$ cat config.mk
export PLATFORM = sky130hd
export DESIGN_NAME = imem_loader
export DESIGN_NICKNAME = d
export VERILOG_FILES = /design/src/rtl/imem_loader.sv
export SDC_FILE = /design/constraint.sdc
export NUM_CORES = 1
export LEC_CHECK = 0
export BUFFER_PORTS_ARGS = -buffer_cell sky130_fd_sc_hd__buf_2
export CAP_MARGIN = 20
export CORE_ASPECT_RATIO = 1.5
export CORE_MARGIN = 2
export CORE_UTILIZATION = 49
export DETAILED_ROUTE_END_ITERATION = 10
export GPL_ROUTABILITY_DRIVEN = 0
export PLACE_DENSITY_LB_ADDON = 0.2
export SYNTH_ARGS = -nofsm -noshare
export SYNTH_HDL_FRONTEND = slang
export SYNTH_SLANG_ARGS = --single-unit
$ cat constraint.sdc
create_clock -name clk -period 1.7 [get_ports clk]
set_input_delay 0.17 -clock clk [delete_from_list [all_inputs] [get_ports clk]]
set_output_delay 0.17 -clock clk [all_outputs]
set_load 0.02 [all_outputs]
$ cat src/rtl/imem_loader.sv
`default_nettype none
// ============================================================================
//  Module   : imem_loader
//  Purpose  : Write-side filler for the 8 x 16-bit instruction memory. Takes
//             a byte stream over valid/ready, pairs hi/lo bytes into words,
//             writes them to addresses 0..DEPTH-1, then compares a trailing
//             XOR checksum byte. Holds the CPU stalled for the whole load.
//  Ports    : clk, rst_n        - clock, asynchronous active-low reset
//             start             - one-cycle pulse, begins a session from IDLE
//             byte_in/valid     - incoming stream byte and its qualifier
//             byte_ready        - loader accepts byte_in this cycle
//             wr_en/addr/data   - instruction-memory write port
//             busy, cpu_hold    - session in progress / CPU stall request
//             done              - one-cycle end-of-session pulse
//             chk_err           - sticky checksum-mismatch flag
//  Revision : 1.0 - initial release
// ============================================================================
module imem_loader #(
   parameter int DATA_W = 16,
   parameter int ADDR_W = 3,
   parameter int DEPTH  = 8
) (
   input  logic              clk,
   input  logic              rst_n,
   input  logic              start,
   input  logic [7:0]        byte_in,
   input  logic              byte_valid,
   output logic              byte_ready,
   output logic              wr_en,
   output logic [ADDR_W-1:0] wr_addr,
   output logic [DATA_W-1:0] wr_data,
   output logic              busy,
   output logic              cpu_hold,
   output logic              done,
   output logic              chk_err
);

   typedef enum logic [2:0] {
      S_IDLE = 3'd0,
      S_HI   = 3'd1,
      S_LO   = 3'd2,
      S_WR   = 3'd3,
      S_CHK  = 3'd4,
      S_FIN  = 3'd5
   } state_t;

   localparam logic [ADDR_W-1:0] LAST_ADDR = ADDR_W'(DEPTH - 1);

   state_t            state;
   state_t            state_nxt;
   logic [7:0]        hi_byte;
   logic [7:0]        acc;
   logic [ADDR_W-1:0] cnt;
   logic              xfer;

   // byte_ready is decoded from the state register only, so a transfer is
   // never combinationally dependent on byte_valid looping back.
   assign xfer = byte_valid && byte_ready;

   // ---------------------------------------------------------------- state
   always_ff @(posedge clk or negedge rst_n) begin
      if (!rst_n) begin
         state <= S_IDLE;
      end else begin
         state <= state_nxt;
      end
   end

   // ------------------------------------------------- next state / outputs
   always_comb begin
      state_nxt  = state;
      byte_ready = 1'b0;
      wr_en      = 1'b0;
      busy       = 1'b0;
      cpu_hold   = 1'b0;
      done       = 1'b0;
      case (state)
         S_IDLE: begin
            if (start) state_nxt = S_HI;
         end
         S_HI: begin
            byte_ready = 1'b1;
            busy       = 1'b1;
            cpu_hold   = 1'b1;
            if (byte_valid) state_nxt = S_LO;
         end
         S_LO: begin
            byte_ready = 1'b1;
            busy       = 1'b1;
            cpu_hold   = 1'b1;
            if (byte_valid) state_nxt = S_WR;
         end
         S_WR: begin
            wr_en    = 1'b1;
            busy     = 1'b1;
            cpu_hold = 1'b1;
            state_nxt = (cnt == LAST_ADDR) ? S_CHK : S_HI;
         end
         S_CHK: begin
            byte_ready = 1'b1;
            busy       = 1'b1;
            cpu_hold   = 1'b1;
            if (byte_valid) state_nxt = S_FIN;
         end
         S_FIN: begin
            // start is deliberately not looked at here; only IDLE honours it
            done      = 1'b1;
            state_nxt = S_IDLE;
         end
         default: begin
            state_nxt = S_IDLE;
         end
      endcase
   end

   // ------------------------------------------------------------- datapath
   always_ff @(posedge clk or negedge rst_n) begin
      if (!rst_n) begin
         hi_byte <= 8'h00;
         acc     <= 8'h00;
         cnt     <= '0;
         wr_addr <= '0;
         wr_data <= '0;
         chk_err <= 1'b0;
      end else begin
         case (state)
            S_IDLE: begin
               if (start) begin
                  cnt     <= '0;
                  acc     <= 8'h00;
                  chk_err <= 1'b0;
               end
            end
            S_HI: begin
               if (xfer) begin
                  hi_byte <= byte_in;
                  acc     <= acc ^ byte_in;
               end
            end
            S_LO: begin
               // Address and data are captured together so they are stable
               // for the whole WR cycle.
               if (xfer) begin
                  wr_data <= {hi_byte, byte_in};
                  wr_addr <= cnt;
                  acc     <= acc ^ byte_in;
               end
            end
            S_WR: begin
               // Explicit last-address compare keeps cnt from wrapping.
               if (cnt != LAST_ADDR) cnt <= cnt + ADDR_W'(1);
            end
            S_CHK: begin
               if (xfer) chk_err <= (byte_in != acc);
            end
            default: begin
            end
         endcase
      end
   end

endmodule
`default_nettype wire

==> qor.csv <==
metric;value;unit
number of failing setup endpoints in the final timing report;0;
achievable clock frequency;603;MHz
CTS tree;done;
global-route met3 utilization;4.21;%
I/O pin total;37;
number of enable-type register cells in the synthesized netlist;0;
sequential-to-total area share from yosys stat;52.7;%
post-synth top area cell;sky130_fd_sc_hd__dfrtp_1;
Tightest Hold Check Type;in2reg;
Critical Setup Path Class;reg2out;
dominant cells by area after synthesis;sky130_fd_sc_hd__dfrtp_1, sky130_fd_sc_hd__mux2_2, sky130_fd_sc_hd__xnor2_1;
DRC Markers;0;
wire length of the first global-routing pass;6.74;mm
syn avg cell area;12.5;sq um
Period minus WS final;1.66;ns
startpoint of the lowest-slack hold path;byte_in[2];
worst setup slack for register-to-register paths;0.04;ns
CP max stage delay;0.51;ns
first drt pass iteration count;4;
commonest cells after routing, fill and taps aside;sky130_fd_sc_hd__dfrtp_1, sky130_fd_sc_hd__buf_2, sky130_fd_sc_hd__mux2_2, sky130_fd_sc_hd__buf_4;
result of the run;completed;
Clock Pin Slew Worst Setup and Hold Paths;0.08;ns
core occupancy in the finished layout;63.8;%
max capacitance violation total;0;
DR vias/cell;5.53;
post-route fraction of the period consumed by the critical path;97.5;%
Hold Fails Final Rpt;0;
Synth async-reset ratio;100;%
power consumption;4.97;mW
area added between synthesis and finish;25.5;%
top cell type's share of synthesized area;52.7;%
startpoint class of the critical path;register;
Hold Path Sink;wr_data[2];
area of the die;0.00461;sq mm
Warnings, synthesis;0;
Syn Inst Count;160;
later-pin clock latency in the skew report;0.29;ns
vertical die dimension;82.2;microns
met2 global-route usage;35.3;%
width of the chip;56.1;microns
cell-by-cell trace of the critical path;xnor2_2, o21ai_1, or2_4, buf_6;
FF-to-FF Start;state[0];
synthesis-stage register bit count;42;
slew margin rel.;60.3;%
number of input and output port buffers inserted;36;
crit path capture type;output port;
net total in the final layout;223;
busiest layer in global routing;met2;
setup skew after layout;0.00795;ns
number of cells traversed by the worst hold path;2;
clock sink count;42;
fraction of final layout cells sized beyond drive strength 1;48.6;%
post-route antenna net violation count;0;
library cell contributing the largest single delay on the critical path;sky130_fd_sc_hd__dfrtp_2;
average detailed-routed wire length per instance;15.5;microns
total power per unit cell area;1980;mW/mm^2
R2R cell count;6;
number of distinct library cells after synthesis;29;
antenna violations before repair;0;
cell area after placement;0.00224;sq mm
iteration-0 DRC count of the detailed router;22;
count of final max-slew check failures;0;
detailed-route wire length;3.95;mm
CTS Root Buffer Type;sky130_fd_sc_hd__clkbuf_8;
Via Count;1410;
Leakage;1.15;nW
clock buffer count from CTS;5;
largest driver fanout on the critical path;11;
total congestion overflow after global routing;0;
leading register cell type out of synthesis;sky130_fd_sc_hd__dfrtp_1;
maximum count of clock buffers along a single path;2;
M1 GR Usage;20.2;%
total track usage;19.2;%
largest net degree at the start of global routing;28;
core area;0.00392;sq mm
destination of the worst register-to-register timing path;acc[4];
Finished Cell Area;0.00250;sq mm
CP arrival;1.49;ns
required time at the endpoint of the critical path;1.53;ns
number of global-route vias before repair;1544;
diode insertion count for antenna repair;0;
worst hold slack after final layout;0.172;ns
H-tree depth;2;
most common library cell in the layout ignoring fill and taps;sky130_fd_sc_hd__dfrtp_1;
actual transition at the worst max-transition pin;0.595;ns
Mapped Area;0.00200;sq mm
detailed-placement wirelength estimate;2.88;mm
net count after synthesis;174;
Core Rows;28;
worst supply voltage drop on vdd;1.36;mV
starting utilization of the core area;50.9;%
-- state kept, by name, summed over array words and instances, names as in the netlist --
| signal | count |
|---|---|
| cnt | 3 |
| acc | 8 |
| wr_data | 16 |
| hi_byte | 8 |
| wr_addr | 3 |
| state | 3 |
| chk_err | 1 |
-- stage by stage --
| step | TNS [ns] | instances | worst slack (ns) |
|---|---|---|---|
| after floorplan | 0 | 160 | 0.00171 |
| after global placement | 0 | 241 | 0.0574 |
| after detailed placement | -0.296 | 241 | -0.0638 |
| after CTS | -0.00348 | 255 | -0.00330 |
| after global routing | -0.00880 | 255 | -0.00334 |
| final | 0 | 255 | 0.0418 |
-- worst max-delay path, delay by kind of cell, from the launching register on --
family	cells	cell delay [ns]
buffers and inverters	1	0.13
flip-flops	1	0.51
AND/OR/NAND/NOR	1	0.25
XOR/XNOR	1	0.19
AO/OA/AOI/OAI	1	0.11
-- worst max-delay path by stage --
stage               startpoint        to  cells after the start
global placement      state[0]    acc[1]                      4
CTS                   state[0]      busy                      5
global route          state[0]    acc[4]                      6
floorplan             state[1]  cpu_hold                      5
finish                state[2]      busy                      4
detailed placement    state[0]    acc[2]                      4
-- power breakdown --
part           leakage (nW)  switching, mW  internal [mW]
Combinational         0.559           1.19           1.13
Clock                0.0714          0.333          0.626
Sequential            0.518          0.253           1.44
-- cells in the mapped netlist, types with 2 or more instances --
library cell	n
sky130_fd_sc_hd__ha_1	2
sky130_fd_sc_hd__clkbuf_1	2
sky130_fd_sc_hd__mux2_2	28
sky130_fd_sc_hd__nand4_1	2
sky130_fd_sc_hd__buf_4	2
sky130_fd_sc_hd__mux2i_1	4
sky130_fd_sc_hd__dfrtp_1	42
sky130_fd_sc_hd__nor3_1	9
sky130_fd_sc_hd__inv_1	2
sky130_fd_sc_hd__clkbuf_8	3
sky130_fd_sc_hd__nand3b_1	2
sky130_fd_sc_hd__xnor2_1	10
sky130_fd_sc_hd__nand2b_1	3
sky130_fd_sc_hd__o21ai_1	8
sky130_fd_sc_hd__a22o_1	2
sky130_fd_sc_hd__o21ai_0	3
sky130_fd_sc_hd__nor2_1	4
sky130_fd_sc_hd__or2b_1	8
sky130_fd_sc_hd__nand2_1	4
sky130_fd_sc_hd__o31ai_1	11
-- repair_timing --
action                                 in CTS  in global routing
pin swaps                                   0                  3
gates cloned                                0                  0
hold buffers                                1                  0
endpoints found under the hold margin      26                  0
setup endpoints to repair                  10                  8
setup buffers                               5                  0
resized for setup                           6                 13
-- final cells by class --
| type | count | area, sq um |
|---|---|---|
| inverter | 2 | 7.51 |
| clock inverter | 2 | 60.1 |
| tap | 45 | 56.3 |
| fill | 327 | 1420 |
| sequential | 42 | 1050 |
| clock buffer | 6 | 82.6 |
| timing repair buffer | 51 | 324 |
| multi-input combinational | 107 | 921 |
-- logic make-up (layout without fill, tap and decap cells) --
group | Yosys count | after routing | synth area share (%)
compound gates | 26 | 26 | 8.34
xor+xnor | 10 | 10 | 4.39
fa+ha+maj | 2 | 2 | 1.25
buf+inv | 11 | 61 | 4.39
flops | 42 | 42 | 52.7
mux | 33 | 33 | 18.6
simple gates | 36 | 36 | 10.4
-- layer usage --
layer | vias to the layer above | share of wire [%]
met3 | 9 | 3.3
li1 | 668 | -
met1 | 704 | 39
met2 | 29 | 55
met4 | 0 | 2.4
met5 | - | 0
Power figures use the tool's default switching activity.
